<file path="config.mk">
export PLATFORM = sky130hd
export DESIGN_NAME = pmem_line_responder_flat
export DESIGN_NICKNAME = d
export VERILOG_FILES = /design/src/rtl/pmem_line_responder_pkg.sv /design/src/rtl/pmem_line_responder_if.sv /design/src/rtl/pmem_line_responder_beat_counter.sv /design/src/rtl/pmem_line_responder.sv /design/src/flat_wrapper.sv
export SDC_FILE = /design/constraint.sdc
export NUM_CORES = 1
export LEC_CHECK = 0
export BUFFER_PORTS_ARGS = -buffer_cell sky130_fd_sc_hd__clkbuf_2
export CELL_PAD_IN_SITES_DETAIL_PLACEMENT = 0
export CELL_PAD_IN_SITES_GLOBAL_PLACEMENT = 2
export CORE_ASPECT_RATIO = 1.4
export CORE_UTILIZATION = 30
export DETAILED_ROUTE_END_ITERATION = 6
export PLACE_DENSITY = 0.8
export RECOVER_POWER = 100
export SETUP_SLACK_MARGIN = 0.15
export SYNTH_ARGS = -nofsm -noshare
export SYNTH_HDL_FRONTEND = slang
export SYNTH_SLANG_ARGS = --single-unit
</file>
<file path="constraint.sdc">
create_clock -name clk -period 3.2 [get_ports clk]
set_input_delay 0.16 -clock clk [delete_from_list [all_inputs] [get_ports clk]]
set_output_delay 0.16 -clock clk [all_outputs]
set_load 0.05 [all_outputs]
</file>
<file path="src/rtl/pmem_line_responder_pkg.sv">
// pmem_line_responder_pkg: shared FSM state, line width and watchdog limit.
package pmem_line_responder_pkg;
    localparam int LINE_W = 256;
    localparam logic [7:0] TIMEOUT_LIMIT = 8'd255;
    typedef enum logic [1:0] {IDLE, RD_BURST, WR_BURST, DONE} state_t;
endpackage

</file>
<file path="src/rtl/pmem_line_responder_if.sv">
// pmem_line_responder_if: cache-line side and physical burst side of the responder.
interface pmem_line_responder_if #(parameter int BEAT_W = 64);
    import pmem_line_responder_pkg::*;
    logic              pmem_read;
    logic              pmem_write;
    logic [31:0]       pmem_address;
    logic [LINE_W-1:0] pmem_wdata;
    logic              pmem_resp;
    logic [LINE_W-1:0] pmem_rdata;
    logic              burst_read;
    logic              burst_write;
    logic [31:0]       burst_address;
    logic [BEAT_W-1:0] burst_wdata;
    logic [BEAT_W-1:0] burst_rdata;
    logic              burst_resp;
    logic              burst_err;
    modport slave (
        input  pmem_read, pmem_write, pmem_address, pmem_wdata, burst_rdata, burst_resp,
        output pmem_resp, pmem_rdata, burst_read, burst_write, burst_address, burst_wdata, burst_err
    );
    modport master (
        output pmem_read, pmem_write, pmem_address, pmem_wdata, burst_rdata, burst_resp,
        input  pmem_resp, pmem_rdata, burst_read, burst_write, burst_address, burst_wdata, burst_err
    );
endinterface

</file>
<file path="src/rtl/pmem_line_responder_beat_counter.sv">
// pmem_beat_counter: beat index within a burst plus optional stall watchdog.
// Watchdog present only when PMEM_BURST_TIMEOUT_EN is defined.
module pmem_beat_counter
    import pmem_line_responder_pkg::*;
#(
    parameter int BEATS = 4,
    parameter int CW = BEATS > 1 ? $clog2(BEATS) : 1
) (
    input  logic          clk,
    input  logic          rst_n,
    input  logic          clear,
    input  logic          active,
    input  logic          inc,
    output logic [CW-1:0] count,
    output logic          last,
    output logic          timeout
);
    logic step;
    assign step = active && inc;
    assign last = count == CW'(BEATS - 1);
    always_ff @(posedge clk or negedge rst_n)
        if (!rst_n) count <= '0;
        else if (clear) count <= '0;
        else if (step) count <= count + 1'b1;
`ifdef PMEM_BURST_TIMEOUT_EN
    logic [7:0] wd;
    always_ff @(posedge clk or negedge rst_n)
        if (!rst_n) wd <= '0;
        else if (clear || step) wd <= '0;
        else if (active) wd <= wd + 8'd1;
    assign timeout = active && wd == TIMEOUT_LIMIT;
`else
    assign timeout = 1'b0;
`endif
endmodule

</file>
<file path="src/rtl/pmem_line_responder.sv">
// pmem_line_responder: splits 256-bit line reads/writes into BEAT_W-wide physical bursts.
// Define PMEM_BURST_TIMEOUT_EN to abort stalled bursts via a watchdog and sticky burst_err.
module pmem_line_responder
    import pmem_line_responder_pkg::*;
#(
    parameter int BEAT_W = 64
) (
    input logic                  clk,
    input logic                  rst_n,
    pmem_line_responder_if.slave bus
);
    localparam int BEATS = LINE_W / BEAT_W;
    localparam int CW = BEATS > 1 ? $clog2(BEATS) : 1;
    state_t            state, next;
    logic [31:0]       addr;
    logic [LINE_W-1:0] wline, rbuf, rline, fill;
    logic [CW-1:0]     count;
    logic              last, timeout, active, err;
    assign active = state == RD_BURST || state == WR_BURST;
    pmem_beat_counter #(.BEATS(BEATS), .CW(CW)) u_cnt (
        .clk(clk), .rst_n(rst_n), .clear(state == IDLE), .active(active),
        .inc(bus.burst_resp), .count(count), .last(last), .timeout(timeout)
    );
    always_ff @(posedge clk or negedge rst_n)
        if (!rst_n) state <= IDLE;
        else state <= next;
    always_comb begin
        next = state;
        fill = rbuf;
        fill[count*BEAT_W +: BEAT_W] = bus.burst_rdata;
        if (state == IDLE) next = bus.pmem_write ? WR_BURST : bus.pmem_read ? RD_BURST : IDLE;
        else if (state == DONE) next = IDLE;
        else if (timeout || (bus.burst_resp && last)) next = DONE;
    end
    // Beats assemble in rbuf; the visible line only changes when the last beat lands.
    always_ff @(posedge clk or negedge rst_n)
        if (!rst_n) begin
            addr  <= '0;
            wline <= '0;
            rbuf  <= '0;
            rline <= '0;
        end else begin
            if (state == IDLE && (bus.pmem_write || bus.pmem_read)) addr <= {bus.pmem_address[31:5], 5'd0};
            if (state == IDLE && bus.pmem_write) wline <= bus.pmem_wdata;
            if (state == RD_BURST && bus.burst_resp) begin
                rbuf <= fill;
                if (last) rline <= fill;
            end
        end
`ifdef PMEM_BURST_TIMEOUT_EN
    always_ff @(posedge clk or negedge rst_n)
        if (!rst_n) err <= 1'b0;
        else if (timeout) err <= 1'b1;
`else
    assign err = 1'b0;
`endif
    assign bus.burst_read    = state == RD_BURST;
    assign bus.burst_write   = state == WR_BURST;
    assign bus.burst_address = addr;
    assign bus.burst_wdata   = wline[count*BEAT_W +: BEAT_W];
    assign bus.pmem_resp     = state == DONE;
    assign bus.pmem_rdata    = rline;
    assign bus.burst_err     = err;
endmodule

</file>
<file path="src/flat_wrapper.sv">
// flat-port wrapper written by rule: the top's interface ports become plain ports
module pmem_line_responder_flat import pmem_line_responder_pkg::*;
#(
    parameter int BEAT_W = 64
)
  (clk, rst_n, bus_pmem_read, bus_pmem_write, bus_pmem_address, bus_pmem_wdata, bus_burst_rdata, bus_burst_resp, bus_pmem_resp, bus_pmem_rdata, bus_burst_read, bus_burst_write, bus_burst_address, bus_burst_wdata, bus_burst_err);
  pmem_line_responder_if #(.BEAT_W(BEAT_W)) bus_i ();
  input logic clk;
  input logic rst_n;
  input wire logic [$bits(bus_i.pmem_read)-1:0] bus_pmem_read;
  input wire logic [$bits(bus_i.pmem_write)-1:0] bus_pmem_write;
  input wire logic [$bits(bus_i.pmem_address)-1:0] bus_pmem_address;
  input wire logic [$bits(bus_i.pmem_wdata)-1:0] bus_pmem_wdata;
  input wire logic [$bits(bus_i.burst_rdata)-1:0] bus_burst_rdata;
  input wire logic [$bits(bus_i.burst_resp)-1:0] bus_burst_resp;
  output wire logic [$bits(bus_i.pmem_resp)-1:0] bus_pmem_resp;
  output wire logic [$bits(bus_i.pmem_rdata)-1:0] bus_pmem_rdata;
  output wire logic [$bits(bus_i.burst_read)-1:0] bus_burst_read;
  output wire logic [$bits(bus_i.burst_write)-1:0] bus_burst_write;
  output wire logic [$bits(bus_i.burst_address)-1:0] bus_burst_address;
  output wire logic [$bits(bus_i.burst_wdata)-1:0] bus_burst_wdata;
  output wire logic [$bits(bus_i.burst_err)-1:0] bus_burst_err;
  assign bus_i.pmem_read = bus_pmem_read;
  assign bus_i.pmem_write = bus_pmem_write;
  assign bus_i.pmem_address = bus_pmem_address;
  assign bus_i.pmem_wdata = bus_pmem_wdata;
  assign bus_i.burst_rdata = bus_burst_rdata;
  assign bus_i.burst_resp = bus_burst_resp;
  assign bus_pmem_resp = bus_i.pmem_resp;
  assign bus_pmem_rdata = bus_i.pmem_rdata;
  assign bus_burst_read = bus_i.burst_read;
  assign bus_burst_write = bus_i.burst_write;
  assign bus_burst_address = bus_i.burst_address;
  assign bus_burst_wdata = bus_i.burst_wdata;
  assign bus_burst_err = bus_i.burst_err;
  pmem_line_responder #(.BEAT_W(BEAT_W)) u_core (.clk(clk), .rst_n(rst_n), .bus(bus_i));
endmodule
</file>
==> results of run 1 <==
[cell families (layout without fill, tap and decap cells)]
| group | Yosys count | count (layout) | share of synthesized area |
|---|---|---|---|
| compound gates | 718 | 718 | 0.142 |
| xor+xnor | 1 | 1 | 0.000262 |
| fa+ha+maj | 10 | 10 | 0.00374 |
| buf+inv | 267 | 1293 | 0.0409 |
| flops | 799 | 799 | 0.598 |
| mux | 349 | 349 | 0.139 |
| other cells | 1 | 10 | 0.000112 |
| simple gates | 601 | 601 | 0.0758 |
[what timing repair did]
action                    4_1_cts  5_1_grt
setup buffers                   0        0
hold endpoints to repair      841        0
hold buffers                  352        0
[sequential cells by signal, summed over array words and instances (netlist names)]
signal                    flops
u_core.bus.pmem_rdata       256
u_core.state                  2
u_core.bus.burst_address     27
u_core.wline                256
u_core.u_cnt.count            2
u_core.rbuf                 256
[power groups by stage]
| stage | sequential (uW) | combinational (uW) | clock (uW) |
|---|---|---|---|
| finish | 16500 | 21600 | 10100 |
| detailed placement | 16600 | 21800 | 0 |
| global placement | 16500 | 21600 | 0 |
| floorplan | 21300 | 10600 | 0 |
| CTS | 16500 | 22200 | 10400 |
| global route | 17000 | 22800 | 10800 |
[final timing paths]
check	startpoint	end	slack [ps]	cells past startpoint
min	bus_pmem_wdata[43]	u_core.wline[43]	260	3
max	u_core.u_cnt.count[0]	u_core.rbuf[79]	330	6
min in group asynchronous	rst_n	u_core.rbuf[34]	400	2
max in group asynchronous	rst_n	u_core.bus.pmem_rdata[52]	560	3
max reg2reg	u_core.u_cnt.count[0]	u_core.rbuf[79]	330	6
min reg2reg	u_core.rbuf[84]	u_core.rbuf[84]	480	2
[routing by layer]
layer | up-vias | GRT usage | part of all wire | routed length [um]
met1 | 13200 | 0.252 | 0.41 | 47400
met2 | 960 | 0.339 | 0.49 | 56300
met4 | 10 | 0.0883 | 0.039 | 4530
met5 | - | 0 | 0.00058 | 67
li1 | 11800 | - | - | -
met3 | 188 | 0.0445 | 0.066 | 7710
[area by class of cell]
class / instances / area, um2 / share of cell area
antenna: 4 / 10.0 / 0.000227
clock buffer: 132 / 2500 / 0.0567
clock inverter: 25 / 349 / 0.00790
inverter: 8 / 33.8 / 0.000765
multi-input combinational: 1685 / 12100 / 0.275
sequential: 799 / 20000 / 0.453
tap: 1460 / 1830 / 0.0414
timing repair buffer: 1128 / 7300 / 0.165
[stage by stage]
step | util | cells | area (um2) | hold slack, ps | worst slack, ps
final | 0.401 | 5241 | 44200 | 264 | 333
after global routing | 0.401 | 5239 | 44200 | 236 | 120
after CTS | 0.407 | 5237 | 44900 | 162 | 235
after detailed placement | 0.349 | 4728 | 38500 | 314 | 614
after global placement | 0.349 | 4728 | 38500 | 312 | 647
after floorplan | - | 2751 | 33400 | -136 | 737
[worst max-delay path, delay by kind of cell (launching register included)]
family,cells,cell delay [ps]
fa+ha+maj,1,350
compound gates,1,400
simple gates,1,130
buf+inv,3,1270
flops,1,570
[layout by cell type (no fill, tap or decap), types with 4 or more instances in the layout]
cell                            synthesis  final
sky130_fd_sc_hd__nor2b_1               65     64
sky130_fd_sc_hd__a21oi_1              267    267
sky130_fd_sc_hd__clkbuf_1              93    351
sky130_fd_sc_hd__inv_1                  5      5
sky130_fd_sc_hd__clkinv_2               0     14
sky130_fd_sc_hd__bufinv_16              0      6
sky130_fd_sc_hd__nor2_1               258    258
sky130_fd_sc_hd__a31oi_1               55     55
sky130_fd_sc_hd__a32oi_1              136    136
sky130_fd_sc_hd__clkbuf_16              0     86
sky130_fd_sc_hd__dlygate4sd3_1          0    352
sky130_fd_sc_hd__inv_6                  0      4
sky130_fd_sc_hd__mux4_2                64     64
sky130_fd_sc_hd__clkbuf_2               0    412
sky130_fd_sc_hd__buf_12                 0     15
sky130_fd_sc_hd__conb_1                 1      6
sky130_fd_sc_hd__diode_2                0      4
sky130_fd_sc_hd__nand2_1              258    257
sky130_fd_sc_hd__o21ai_0              108    109
sky130_fd_sc_hd__clkbuf_8               0     18
sky130_fd_sc_hd__nand3_4                0      4
sky130_fd_sc_hd__ha_1                  10      9
sky130_fd_sc_hd__a22o_1               148    148
sky130_fd_sc_hd__clkbuf_4               0      6
sky130_fd_sc_hd__buf_4                 36     15
sky130_fd_sc_hd__dfrtp_1              799    797
sky130_fd_sc_hd__mux2_2               284    283
==> flow_summary.ini, run 1 <==
[global_routing]
grt_pass1_wl_um = 175000
antenna_violations_before_repair = 9
vias_in_the_first_global_route = 27700
grt_overflow_total = 0
grt_start_max_net_pins = 134
gr-usage-all-layers = 0.203

[yosys]
synth_most_common_cell = sky130_fd_sc_hd__dfrtp_1
ys_top_cells_by_count = 799 x sky130_fd_sc_hd__dfrtp_1, 284 x sky130_fd_sc_hd__mux2_2, 267 x sky130_fd_sc_hd__a21oi_1, 258 x sky130_fd_sc_hd__nand2_1, 258 x sky130_fd_sc_hd__nor2_1
synth_area_per_cell_um2 = 12.2
synth-warning-count = 0
ys.flop_type = sky130_fd_sc_hd__dfrtp_1
post_synth_instance_area_um2 = 33400
synth_enable_flop_cells = 0
synth_top_area_share = 0.598
synth.lib_cells_used.distinct = 37
synth-async-reset-ratio = 1.00
synth_cells = 2746
synth_sequential_area_ratio = 0.598
netlist_top_cells_area = sky130_fd_sc_hd__dfrtp_1 60%, sky130_fd_sc_hd__mux2_2 9.6%, sky130_fd_sc_hd__mux4_2 4.3%
synth.largest_area_cell = sky130_fd_sc_hd__dfrtp_1
synth-seq-cells = 799

[finish]
filler_cell_count = 10700
layout-drive-gt1-share = 0.251
area_added_between_synthesis_and_finish_pct = 32.2
design.final.nets = 4074

[setup_path]
critical_path_peak_fanout = 41
worstPathRequired_ps = 3750
timing_worst_setup_path_type = reg2reg
startpoint_type = flip-flop
critPathCaptureType = flip-flop
worst-endpoint-arrival_ps = 3420
crit_chain = inv_1, ha_4, buf_4, nor3_1, clkbuf_2, a22o_1
cpPeakStageDelay_ps = 570
worst_path_max_delay_cell = sky130_fd_sc_hd__dfrtp_4

[pwr]
clkPwrFrac = 0.210
internal_power_uw = 26300
leakage_uw = 0.0192
totalPowerFinal_uw = 48200
p_switching_uw = 21900
switching_share_of_power = 0.454
power_per_cell_area_nw_per_um2 = 1090
combPwrFrac = 0.447
vdd_ir_drop_max_mv = 0.694
seqPwrFrac = 0.343

[routing]
post-route-drc-count = 0
wl_per_cell_um = 22.1
number_of_routed_nets_with_antenna_violations = 0
dr_total_vias = 26200
drt_first_iter_violations = 1609
wire_length_reported_by_the_detailed_router_um = 116000
detailedRoute.firstPassIterationCount = 5
avgViaCountPerCell = 4.99

[clock_tree]
clkLatencyLatePin_ps = 670
ctsHtreeMaxLevel = 3
cts-root-to-sink-buffers = 3
cts.reportedPaths.clkPinSlew_ps = 60
tritoncts = built
cts_buffers = 85
clock_sink_count = 799
number_of_gates_resized_after_cts = 0
cts_root_buffer = sky130_fd_sc_hd__clkbuf_16

[sta]
timing.clock.skew_ps = 31.5
setup_viol = 0
final-max-slew-violation-count = 117
timing.fmax_mhz = 349
timing.max_slew.rel_slack = -0.0913
period_minus_slack_ps = 2870
timing_hold_violations_final = 0
tns_ps = 0
worstMarginPinSlew_ps = 1640
finalCritPeriodShare = 0.896
rsz0062_at_grt = no

[die]
placeableCoreArea_um2 = 110000
ioPinCount = 713
vertical_extent_of_the_die_um = 397
die-area_um2 = 113000
fp.dieW_um = 284
initial_standard_cell_utilization_of_the_core = 0.303
fp-row-count = 144

[placed_design]
post-dp-hpwl_um = 76000
gpl.final_weighted_congestion = 0.809
port-buffer-count = 701

[run_status]
violations_in_the_final_reports = max-capacitance violations, max-slew violations
status = complete, but fails checks

[job]
max-cap-violations = 2

[hold_path]
hp_class = in2reg
Power figures use the tool's default switching activity.
==> run 2: changes to the inputs <==
--- a/config.mk
+++ b/config.mk
@@ -5,13 +5,14 @@
 export SDC_FILE = /design/constraint.sdc
 export NUM_CORES = 1
 export LEC_CHECK = 0
+export ABC_AREA = 1
 export BUFFER_PORTS_ARGS = -buffer_cell sky130_fd_sc_hd__clkbuf_2
 export CELL_PAD_IN_SITES_DETAIL_PLACEMENT = 0
 export CELL_PAD_IN_SITES_GLOBAL_PLACEMENT = 2
 export CORE_ASPECT_RATIO = 1.4
 export CORE_UTILIZATION = 30
 export DETAILED_ROUTE_END_ITERATION = 6
-export PLACE_DENSITY = 0.8
+export PLACE_DENSITY = 0.85
 export RECOVER_POWER = 100
 export SETUP_SLACK_MARGIN = 0.15
 export SYNTH_ARGS = -nofsm -noshare
==> run 2 against run 1 <==
The flow still finishes with violations (max-capacitance violations, max-slew violations); cell count grew 30%; critical path depth decreased by 2; clock power about the same; global-route usage up 2.8 points; synthesized area rose by 7.1%; final area up 6.2%; total power decreased by 16%; setup slack worse by 120 ps; register-to-register slack lost 50 ps; die area up 7.1%; hold slack worse by 190 ps; synthesized cell count up 54%.
==> flow_summary.ini, run 2 <==
[run_status]
status = complete, but fails checks
violations_in_the_final_reports = max-capacitance violations, max-slew violations

[yosys]
synth_fa_ha_area_frac = 0.00349
netlist_top_cells_area = sky130_fd_sc_hd__dfrtp_1 56%, sky130_fd_sc_hd__nand2_1 23%, sky130_fd_sc_hd__mux2_1 6.2%
synth_enable_flop_cells = 0
synth_cells = 4222
combinational_family_with_the_most_area_after_synthesis = simple AND/OR/NAND/NOR gates
synth-seq-cells = 799
synth-warning-count = 0
yosys-mux-area-fraction = 0.0802
synth_sequential_area_ratio = 0.558
synth_compound_area_frac = 0.0380
post_synth_instance_area_um2 = 35800
synth_top_area_share = 0.558
synth.lib_cells_used.distinct = 25
synth_area_per_cell_um2 = 8.48
synth-async-reset-ratio = 1.00
synthXorXnorAreaFrac = 0
synth_most_common_cell = sky130_fd_sc_hd__nand2_1
post_synth_and_or_nand_nor_area_fraction = 0.279
ys_top_cells_by_count = 2221 x sky130_fd_sc_hd__nand2_1, 799 x sky130_fd_sc_hd__dfrtp_1, 196 x sky130_fd_sc_hd__mux2_1, 186 x sky130_fd_sc_hd__nor2_1, 157 x sky130_fd_sc_hd__buf_2
ys.flop_type = sky130_fd_sc_hd__dfrtp_1
synth.largest_area_cell = sky130_fd_sc_hd__dfrtp_1

[setup_path]
crit_path_depth = 4
worst_r2r_src = u_core.state[0]
cpPeakStageDelay_ps = 640
timing_worst_setup_path_type = reg2out
critical_path.top_delay_family = buffers and inverters
worst_r2r_endpoint = u_core.wline[244]
worst-endpoint-arrival_ps = 2830
worstPathRequired_ps = 3040
worstSetupEndpoint = bus_burst_wdata[18]
critical_path_peak_fanout = 63
worst-path-buf-inv = 2
startpoint_type = flip-flop
crit_chain = buf_4, o21ai_0, o22ai_1, clkbuf_1
critPathCaptureType = primary output
setup.worst_path.start = u_core.u_cnt.count[1]
worst_path_max_delay_cell = sky130_fd_sc_hd__buf_4
setup.reg_to_reg.worst_slack_ps = 280
reg2regPathDepth = 6

[sta]
final.setup.worst_slack_ps = 210
finalCritPeriodShare = 0.934
final-max-slew-violation-count = 52
period_minus_slack_ps = 2990
tns_ps = 0
timing.fmax_mhz = 334
worstMarginPinSlew_ps = 2190
timing_hold_violations_final = 0
timing.clock.skew_ps = 21.4
rsz0062_at_grt = no
setup_viol = 0
timing.max_slew.rel_slack = -0.457

[die]
fp-row-count = 149
placeableCoreArea_um2 = 118000
vertical_extent_of_the_die_um = 411
initial_standard_cell_utilization_of_the_core = 0.303
ioPinCount = 713
fp.dieW_um = 294
die-area_um2 = 121000

[finish]
final_common_cell = sky130_fd_sc_hd__nand2_1
layout-drive-gt1-share = 0.129
layout_common_cells = 2219 x sky130_fd_sc_hd__nand2_1, 797 x sky130_fd_sc_hd__dfrtp_1, 406 x sky130_fd_sc_hd__clkbuf_2
area_added_between_synthesis_and_finish_pct = 31.1
filler_cell_count = 12100
design.final.nets = 5537
finish.instance_area_um2 = 46900
stdcell_count = 6836

[placed_design]
place_worst_setup_slack_ps = 541
post-dp-hpwl_um = 93200
placedCellCount = 6317
port-buffer-count = 701
gpl.final_weighted_congestion = 0.837
placed_cell_area_um2 = 41100

[pwr]
leakage_uw = 0.0243
vdd_ir_drop_max_mv = 0.796
totalPowerFinal_uw = 40800
power_per_cell_area_nw_per_um2 = 869

[global_routing]
grt_pass1_wl_um = 210000
vias_in_the_first_global_route = 32500
grt_start_max_net_pins = 196
grt_overflow_total = 0
antenna_violations_before_repair = 19
gr-usage-all-layers = 0.232

[clock_tree]
ctsHtreeMaxLevel = 3
clock_sink_count = 799
cts_buffers = 86
cts_root_buffer = sky130_fd_sc_hd__clkbuf_16
clkLatencyLatePin_ps = 680
cts-root-to-sink-buffers = 3
cts.reportedPaths.clkPinSlew_ps = 70
tritoncts = built

[routing]
number_of_routed_nets_with_antenna_violations = 0
wl_per_cell_um = 20.6
drt_first_iter_violations = 2135
detailedRoute.firstPassIterationCount = 5
dr_total_vias = 32000
post-route-drc-count = 0
avgViaCountPerCell = 4.69
wire_length_reported_by_the_detailed_router_um = 141000

[hold_path]
hp_class = in2reg

[job]
max-cap-violations = 1
==> run 2: power breakdown <==
part | internal (uW) | total, uW | switching (uW)
Sequential | 12600 | 14000 | 1370
Clock | 5910 | 10300 | 4430
Combinational | 4370 | 16400 | 12100
Total | 22900 | 40800 | 17900
==> run 2: area by class of cell <==
cell class	count	area, um2	share of cell area
inverters	54	223	0.00475
clock inverters	27	329	0.00701
flip-flops and latches	799	20000	0.426
clock buffers	129	2530	0.0540
repair buffers	1128	7440	0.159
multi-input cells	3101	14400	0.306
well taps	1585	1980	0.0423
diodes	13	32.5	0.000693
==> run 2: worst min-delay path: stages <==
cell and delay (ps):
sky130_fd_sc_hd__clkbuf_2 220, sky130_fd_sc_hd__nand3_1 150, sky130_fd_sc_hd__nand2_1 70, sky130_fd_sc_hd__nand2_1 60
sky130_fd_sc_hd__nand2_1 40
==> run 2: kinds of logic (layout without fill, tap and decap cells) <==
kind of cell / count (synthesis) / count (layout)
muxes: 255 / 255
other: 1 / 19
DFF: 799 / 799
adders and majority gates: 10 / 10
AOI/OAI and AO/OA: 256 / 256
buffers and inverters: 327 / 1338
and+or+nand+nor: 2574 / 2574
==> run 2: stage by stage <==
step | util | hold slack (ps)
after floorplan | - | -136
after global placement | 0.348 | 220
after detailed placement | 0.348 | 218
after CTS | 0.402 | 36.9
after global routing | 0.398 | 93.6
final | 0.398 | 76.4
==> run 2: what timing repair did <==
item | in CTS | in global routing
hold buffers | 349 | 0
gates resized for setup | 2 | 0
endpoints found under the setup margin | 5 | 0
hold endpoints to repair | 634 | 0
buffers inserted | 0 | 0
==> run 2: worst min path at each step <==
stage	to	cells past startpoint	start	slack (ps)
finish	u_core.rbuf[15]	5	bus_burst_rdata[15]	80
global route	u_core.bus.burst_address[6]	5	bus_pmem_read	90
CTS	u_core.bus.burst_address[6]	5	bus_pmem_read	40
detailed placement	u_core.rbuf[102]	1	rst_n	220
global placement	u_core.rbuf[102]	1	rst_n	220
floorplan	u_core.bus.burst_address[10]	0	rst_n	-140
==> run 2: layer usage <==
layer	routed length, um	vias to the layer above	global-route usage	part of all wire
li1	-	15200	-	-
met1	55600	15500	0.273	0.39
met2	71000	1061	0.409	0.50
met3	9080	213	0.0474	0.064
met4	5330	6	0.0902	0.038
met5	35	-	0	0.00025
